<file path="src/rtl/fetch_pkg.sv">
// fetch_pkg: shared constants and types for the instruction-fetch stage.
package fetch_pkg;
   localparam int INSTR_W = 32;
   localparam logic [INSTR_W-1:0] NOP_INSTR = 32'h0000_0013;

   typedef struct packed {
      logic [INSTR_W-1:0] instr;
      logic [31:0]        pc;
      logic [31:0]        pc_plus4;
   } fetch_bundle_t;

   function automatic logic [31:0] word_align(input logic [31:0] a);
      return {a[31:2], 2'b00};
   endfunction
endpackage

</file>
<file path="src/rtl/fetch_fifo.sv">
// fetch_fifo: synchronous instruction FIFO with flush; push while full is accepted only alongside a pop.
module fetch_fifo
   import fetch_pkg::*;
#(
   parameter int DEPTH = 3,
   parameter int W     = INSTR_W,
   parameter int CW    = $clog2(DEPTH + 1)
) (
   input  logic          clk,
   input  logic          reset,
   input  logic          flush,
   input  logic          push,
   input  logic          pop,
   input  logic [W-1:0]  wdata,
   output logic [W-1:0]  rdata,
   output logic [CW-1:0] count,
   output logic          empty,
   output logic          full
);
   localparam int AW = (DEPTH > 1) ? $clog2(DEPTH) : 1;

   logic [W-1:0]  mem_q [DEPTH];
   logic [AW-1:0] rd_q, rd_d, wr_q, wr_d;
   logic [CW-1:0] cnt_q, cnt_d;
   logic          do_push, do_pop;

   function automatic logic [AW-1:0] inc(input logic [AW-1:0] p);
      return (p == AW'(DEPTH - 1)) ? '0 : p + AW'(1);
   endfunction

   assign empty   = cnt_q == '0;
   assign full    = cnt_q == CW'(DEPTH);
   assign count   = cnt_q;
   assign rdata   = mem_q[rd_q];
   assign do_pop  = pop && !empty;
   assign do_push = push && (!full || do_pop);

   always_comb begin
      rd_d  = flush ? '0 : do_pop ? inc(rd_q) : rd_q;
      wr_d  = flush ? '0 : do_push ? inc(wr_q) : wr_q;
      cnt_d = flush ? '0 : cnt_q + CW'(do_push) - CW'(do_pop);
   end

   always_ff @(posedge clk or negedge reset) begin
      if (!reset) begin
         rd_q  <= '0;
         wr_q  <= '0;
         cnt_q <= '0;
      end else begin
         rd_q  <= rd_d;
         wr_q  <= wr_d;
         cnt_q <= cnt_d;
      end
   end

   always_ff @(posedge clk)
      if (do_push && !flush) mem_q[wr_q] <= wdata;
endmodule

</file>
<file path="src/rtl/fetch_unit.sv">
// fetch_unit: owns the fetch PC, issues in-order imem requests and buffers returned words
// for the F/D register; a redirect flushes the buffer and drops responses already in flight.
module fetch_unit
   import fetch_pkg::*;
#(
   parameter logic [31:0] RESET_PC        = 32'h0000_0000,
   parameter int          FIFO_DEPTH      = 3,
   parameter int          MAX_OUTSTANDING = 2
) (
   input  logic               clk,
   input  logic               reset,
   input  logic               stall_f,
   input  logic               redirect_valid,
   input  logic [31:0]        redirect_pc,
   output logic               imem_req_valid,
   input  logic               imem_req_ready,
   output logic [31:0]        imem_req_addr,
   input  logic               imem_rsp_valid,
   input  logic [INSTR_W-1:0] imem_rsp_data,
   output logic               fetch_valid,
   output logic [INSTR_W-1:0] instr_f,
   output logic [31:0]        pc_f,
   output logic [31:0]        pc_plus4_f
);
   localparam int OW = $clog2(MAX_OUTSTANDING + 1);
   localparam int CW = $clog2(FIFO_DEPTH + 1);

   logic [31:0]        req_pc_q, req_pc_d, head_pc_q, head_pc_d, target;
   logic [OW-1:0]      out_q, out_d, disc_q, disc_d;
   logic [CW-1:0]      count;
   logic [INSTR_W-1:0] head_instr;
   logic               empty, full, req_fire, push, pop;
   fetch_bundle_t      bundle;

   assign target = word_align(redirect_pc);
   // Credit on outstanding + buffered guarantees every response finds a FIFO slot.
   assign imem_req_valid = reset && !redirect_valid && (int'(out_q) < MAX_OUTSTANDING)
                           && (int'(out_q) + int'(count) < FIFO_DEPTH);
   assign imem_req_addr  = req_pc_q;
   assign req_fire       = imem_req_valid && imem_req_ready;
   assign fetch_valid    = !empty;
   assign pop            = fetch_valid && !stall_f && !redirect_valid;
   assign push           = imem_rsp_valid && disc_q == '0 && !redirect_valid;

   always_comb begin
      req_pc_d  = redirect_valid ? target : req_fire ? req_pc_q + 32'd4 : req_pc_q;
      head_pc_d = redirect_valid ? target : pop ? head_pc_q + 32'd4 : head_pc_q;
      out_d     = out_q + OW'(req_fire) - OW'(imem_rsp_valid);
      disc_d    = redirect_valid ? out_q - OW'(imem_rsp_valid)
                : (imem_rsp_valid && disc_q != '0) ? disc_q - OW'(1) : disc_q;
   end

   always_ff @(posedge clk or negedge reset) begin
      if (!reset) begin
         req_pc_q  <= RESET_PC;
         head_pc_q <= RESET_PC;
         out_q     <= '0;
         disc_q    <= '0;
      end else begin
         req_pc_q  <= req_pc_d;
         head_pc_q <= head_pc_d;
         out_q     <= out_d;
         disc_q    <= disc_d;
      end
   end

   fetch_fifo #(.DEPTH(FIFO_DEPTH), .W(INSTR_W), .CW(CW)) u_fifo (
      .clk   (clk),
      .reset (reset),
      .flush (redirect_valid),
      .push  (push),
      .pop   (pop),
      .wdata (imem_rsp_data),
      .rdata (head_instr),
      .count (count),
      .empty (empty),
      .full  (full)
   );

   assign bundle = '{instr: empty ? NOP_INSTR : head_instr, pc: head_pc_q, pc_plus4: head_pc_q + 32'd4};
   assign instr_f    = bundle.instr;
   assign pc_f       = bundle.pc;
   assign pc_plus4_f = bundle.pc_plus4;
endmodule

</file>
<file path="config.mk">
export PLATFORM = sky130hd
export DESIGN_NAME = fetch_unit
export DESIGN_NICKNAME = d
export VERILOG_FILES = /design/src/rtl/fetch_pkg.sv /design/src/rtl/fetch_fifo.sv /design/src/rtl/fetch_unit.sv
export SDC_FILE = /design/constraint.sdc
export NUM_CORES = 1
export LEC_CHECK = 0
export CORE_UTILIZATION = 45
export CTS_CLUSTER_DIAMETER = 200
export DETAILED_ROUTE_END_ITERATION = 6
export HOLD_SLACK_MARGIN = 0.05
export PLACE_DENSITY = 0.81
export SKIP_CTS_REPAIR_TIMING = 1
export SYNTH_ARGS = -nofsm -noshare
export SYNTH_HDL_FRONTEND = slang
export SYNTH_SLANG_ARGS = --single-unit
export TNS_END_PERCENT = 30
</file>
<file path="constraint.sdc">
create_clock -name clk -period 3.3 [get_ports clk]
set_input_delay 0.66 -clock clk [delete_from_list [all_inputs] [get_ports clk]]
set_output_delay 0.66 -clock clk [all_outputs]
set_load 0.01 [all_outputs]
</file>
# Yosys cells after proc, flatten, opt, wreduce, memory -nomap -nowiden
# Memory sizes are Yosys's and may differ from the RTL's.
# Index checks and enable logic that the tools add are counted.
# Widths: inputs -> output; s select.
# op_classes
n_eq_ne	3
magnitude_cmp	2
reduce_logical	25
mux	16
add_sub_neg	11
# ops
operator	count
$mux 32	5
$add 32x3->32 const B	2
$mux 2	9
$logic_and 1x1->1	12
$reduce_bool 2->1	6
$eq 2x2->1 const B	3
$sub 2x1->2	3
$add 2x1->2	2
$add 2x1->2 const B	2
$logic_not 1->1	4
$logic_not 2->1	2
$add 2x2->3	1
$lt 3x2->1 const B	1
$lt 2x2->1 const B	1
$mux 1	2
$sub 2x1->2 const B	1
$logic_or 1x1->1	1
# word_totals
inputBits	70
ram_bits	96
n_memories	1
regBits	74
wordCells	65
output_inout_bits	130
# mem_list
memory	words	word_bits	rd	rd_clocked_by_memory_dff	wr	line	rtl
u_fifo.mem_q	3	32	1	0	1	fetch_fifo.sv:22	logic [W-1:0] mem_q [DEPTH];

# Logic depth before layout (Yosys ltp)
# depth
word_depth	10
ltp_mapped	12
mapped_depth_nobuf	10

# By module
# A second synthesis with hierarchy kept.
# unflattened
cells_unflattened	758
area_unflattened_um2	8210.4
# by_module_without_submodules
module	seq_area_each_um2	cells_per_inst	instances	area_each_um2
fetch_unit	1601.5	516	1	4326.6
fetch_fifo	3032.9	242	1	3883.7

# Worst setup path before layout
# Ideal clock, no wire load.
# synth_path
path_type	input-to-reg
from	in redirect_valid
to	mem u_fifo.mem_q[1][0] (netlist name) (enable)
path_stages	4
path_buffers	1
setup_time_ns	0.470
t_required_ns	2.830
t_arrival_ns	3.603
path_slack_ns	-0.774
cell_sequence	buf_2 clkinv_1 nand4_1 nor3b_1
# synth_between
elab_chain_cells	8
word_cells_on_any_way	9
cone_classes	2 x mux; 7 x reduce/logical
# synth_lines
element	line	rtl
start: declaration	fetch_unit.sv:13	input logic redirect_valid,
$logic_not 1->1 *	fetch_fifo.sv:57, fetch_unit.sv:42, fetch_unit.sv:43	
$logic_and 1x1->1	fetch_unit.sv:42	assign pop = fetch_valid && !stall_f && !redirect_valid;
$logic_and 1x1->1	fetch_fifo.sv:35	assign do_pop = pop && !empty;
$logic_or 1x1->1	fetch_fifo.sv:36	assign do_push = push && (!full || do_pop);
$logic_and 1x1->1	fetch_fifo.sv:36	
$logic_and 1x1->1 *	fetch_fifo.sv:57	if (do_push && !flush) mem_q[wr_q] <= wdata;
$mux 1 *	fetch_fifo.sv:57	
$mux 1 (implied by the code) *	fetch_fifo.sv:57	
end: declaration	fetch_fifo.sv:22	
# Every way passes the cells marked *; elsewhere a longest branch is shown, timed or not.

# Final worst setup path
# layout_path
from	reg head_pc_q[3] (netlist: pc_f[3])
to	out pc_plus4_f[27]
# layout_between
elab_chain_cells	1
# layout_lines
element	line	rtl
start: declaration	fetch_unit.sv:28	logic [31:0] req_pc_q, req_pc_d, head_pc_q, head_pc_d, target;
start signal: assignment	fetch_unit.sv:61	head_pc_q <= head_pc_d;
$add 32x3->32	fetch_unit.sv:80	assign bundle = '{instr: empty ? NOP_INSTR : head_instr, pc: head_pc_q, pc_plus4: head_pc_q + 32'd4};
end: declaration	fetch_unit.sv:23	output logic [31:0] pc_plus4_f
# Every way passes these cells.

==> impl_metrics.py <==
metrics = {
    "status": {
        "outcome": "finished with violations",
        "violations": "negative setup slack",
    },
    "clock_network": {
        "clk_pin_slew_worst_paths_ns": 0.07,
        "clock_path_buffers": 2,
        "cts_sinks": 166,
        "cts_buffers": 17,
        "ctsHtreeMaxLevel": 4,
        "insertion_delay_ns": 0.43,
        "clock-root-buffer": "clkbuf_16",
        "tritoncts": "built",
    },
    "die": {
        "design.core.area_um2": 17500,
        "dieArea_um2": 18600,
        "die_y_um": 136,
        "die-width_um": 136,
        "io_pins": 200,
        "initial_core_util_pct": 46.6,
        "rows": 48,
    },
    "worst_setup_path": {
        "reg2reg_to": "out_q[1]$_DFF_PN0_",
        "path_class": "flop to output pin",
        "crit_start": "pc_f[3]$_DFFE_PN0N_",
        "worstPathRequired_ns": 2.64,
        "worstSetupStartpointType": "flop",
        "critPathCapture": "pc_plus4_f[27]",
        "r2r_cells": 10,
        "worstPathMaxFanout": 8,
        "worstReg2RegStart": "u_fifo.count[0]$_DFF_PN0_",
        "cp-end-kind": "output pin",
        "cp_data_arrival_time_ns": 2.74,
        "reg2reg_slack_ns": 0.46,
    },
    "min_path": {
        "hold_class": "input port to async pin",
    },
    "placed_design": {
        "io_buffer_count": 191,
        "place_area_um2": 10400,
        "hpwl_um": 14900,
        "gp_congestion": 0.905,
    },
    "finish": {
        "fin_nets": 1035,
        "final_common_cell": "clkdlybuf4s50_1",
        "drive_above_1_share_pct": 10.1,
        "final_cell_mix": "179 x clkdlybuf4s50_1, 96 x edfxtp_1, 89 x nor2_1",
        "nFillCells": 1353,
        "num_antenna_cells": 0,
        "stdcell_area_um2": 11100,
        "syn_to_final_growth_pct": 36.4,
    },
    "grt": {
        "grt_pass1_vias": 6245,
        "antenna_found_initial": 0,
        "grt-ovfl-total": 0,
        "grt_usage_pct": 23.3,
        "grt_pass1_wl_um": 32800,
        "grt_max_degree": 72,
    },
    "run": {
        "cap_violations": 0,
    },
    "power": {
        "totalPowerFinal_mw": 6.08,
        "p_per_area_nw_per_um2": 548,
        "p_leak_nw": 4.16,
        "ir_drop_v": 0.000407,
    },
    "drt": {
        "drc_errors": 0,
        "drtIter0Drc": 371,
        "via_per_inst": 5.46,
        "ant_nets": 0,
        "dr.pass1.iters": 5,
        "drt_wl_total_um": 21100,
        "drt-wirelength-per-cell_um": 17.7,
        "via_count": 6517,
    },
    "timing": {
        "timing.hold.ws_ns": 0.473,
        "fin_skew_ns": 0.0138,
        "finalWorstSetupSlack_ns": -0.104,
        "post-route-min-period_ns": 3.40,
        "timing.final.crit_share_pct": 103,
        "setup_violations": 4,
        "hold_viol_final": 0,
        "slew_headroom_pct": 39.5,
        "maxSlewViolCount": 0,
        "setup_tns_ns": -0.243,
        "timing.fmax_mhz": 294,
        "rsz0062_at_grt": "true",
        "tightest_slew_ns": 0.908,
    },
    "synth": {
        "seq_area_frac_synth_pct": 56.9,
        "syn_avg_cell_area_um2": 10.7,
        "synthCells": 758,
        "ys_async_sr_fraction_pct": 42.2,
        "synth_edf_count": 96,
        "ys_ff_latch": 166,
        "synth_cell_types": 57,
        "synth_area_um2": 8140,
        "yosys_warnings": 0,
        "synthFlopType": "edfxtp_1",
    },
}
==> sequential cells by signal, indices dropped and copies added (netlist names) <==
| signal | cells |
|---|---|
| u_fifo.rd_q | 2 |
| u_fifo.count | 2 |
| imem_req_addr | 30 |
| disc_q | 2 |
| out_q | 2 |
| pc_f | 30 |
| u_fifo.wr_q | 2 |
| u_fifo.mem_q | 96 |
==> power by group <==
part,total (mW),internal (mW),switching [mW]
sequential,2.55,2.36,0.189
combinational,1.47,0.749,0.719
clock,2.06,1.11,0.953
==> cells in the mapped netlist, types with 7 or more instances <==
| cell | instances | share of area, % |
|---|---|---|
| a21oi_1 | 39 | 2.4 |
| and3_1 | 7 | 0.54 |
| buf_2 | 10 | 0.62 |
| clkbuf_1 | 32 | 1.5 |
| dfrtp_1 | 70 | 22 |
| edfxtp_1 | 96 | 35 |
| ha_1 | 9 | 1.4 |
| inv_1 | 15 | 0.69 |
| mux2i_1 | 32 | 3.9 |
| nand2_1 | 75 | 3.5 |
| nand3_1 | 38 | 2.3 |
| nand4_1 | 30 | 2.3 |
| nor2_1 | 90 | 4.2 |
| nor3_1 | 12 | 0.74 |
| o211ai_1 | 12 | 1.1 |
| o21ai_0 | 41 | 2.5 |
| xnor2_1 | 34 | 3.7 |
| xor2_1 | 31 | 3.3 |
==> worst max-delay path: stages, from the launching register on <==
cell	delay (ns)
dfrtp_1	0.42
nand3_2	0.16
or4_4	0.63
or2_4	0.29
nor2_1	0.12
xor2_1	0.14
clkdlybuf4s50_1	0.55
==> routing by layer <==
metal	GRT usage, %	wire (µm)	vias to the layer above
li1	-	-	3108
met1	31.1	9000	3128
met2	37.4	10300	246
met3	4.51	1270	35
met4	9.01	529	0
met5	0	0	-
==> kinds of logic (layout without fill, tap and decap cells) <==
kind of cell               Yosys count  count (layout)  share of synthesized area (%)
and+or+nand+nor                    287             287                           17.1
DFF                                166             166                           56.9
AOI/OAI and AO/OA                  123             123                           8.99
buffers and inverters               70             275                           3.77
xor gates and xnor gates            65              65                           7.00
muxes                               36              36                           4.49
adders and majority gates           10              10                           1.63
other                                1               6                         0.0461
==> worst min-delay path by stage <==
stage	slack (ns)	end	depth (start not counted)	start
floorplan	0.36	disc_q[0]$_DFFE_PN0P_	0	reset
global placement	0.52	out_q[0]$_DFF_PN0_	1	out_q[0]$_DFF_PN0_
detailed placement	0.54	out_q[0]$_DFF_PN0_	1	out_q[0]$_DFF_PN0_
CTS	0.52	imem_req_addr[7]$_DFFE_PN0P_	2	reset
global route	0.55	imem_req_addr[5]$_DFFE_PN0P_	2	reset
finish	0.47	imem_req_addr[7]$_DFFE_PN0P_	2	reset
==> through the flow <==
| stage | setup slack, ns | util, % | instances |
|---|---|---|---|
| 2_1_floorplan | -0.757 | - | 763 |
| 3_3_place_gp | 0.216 | 59.5 | 1159 |
| 3_5_place_dp | 0.174 | 59.5 | 1159 |
| 4_1_cts | -0.313 | 63.1 | 1191 |
| 5_1_grt | -0.201 | 63.5 | 1193 |
| 6_report | -0.104 | 63.5 | 1193 |
==> layout make-up <==
class	count	area [µm²]	area share, %
clock buffers	17	425	3.83
clock inverters	15	203	1.83
inverters	17	63.8	0.575
multi-input cells	527	3270	29.5
flip-flops and latches	166	4640	41.8
well taps	225	282	2.54
repair buffers	226	2210	20.0
Note: power is estimated with default switching activity, not from simulation.
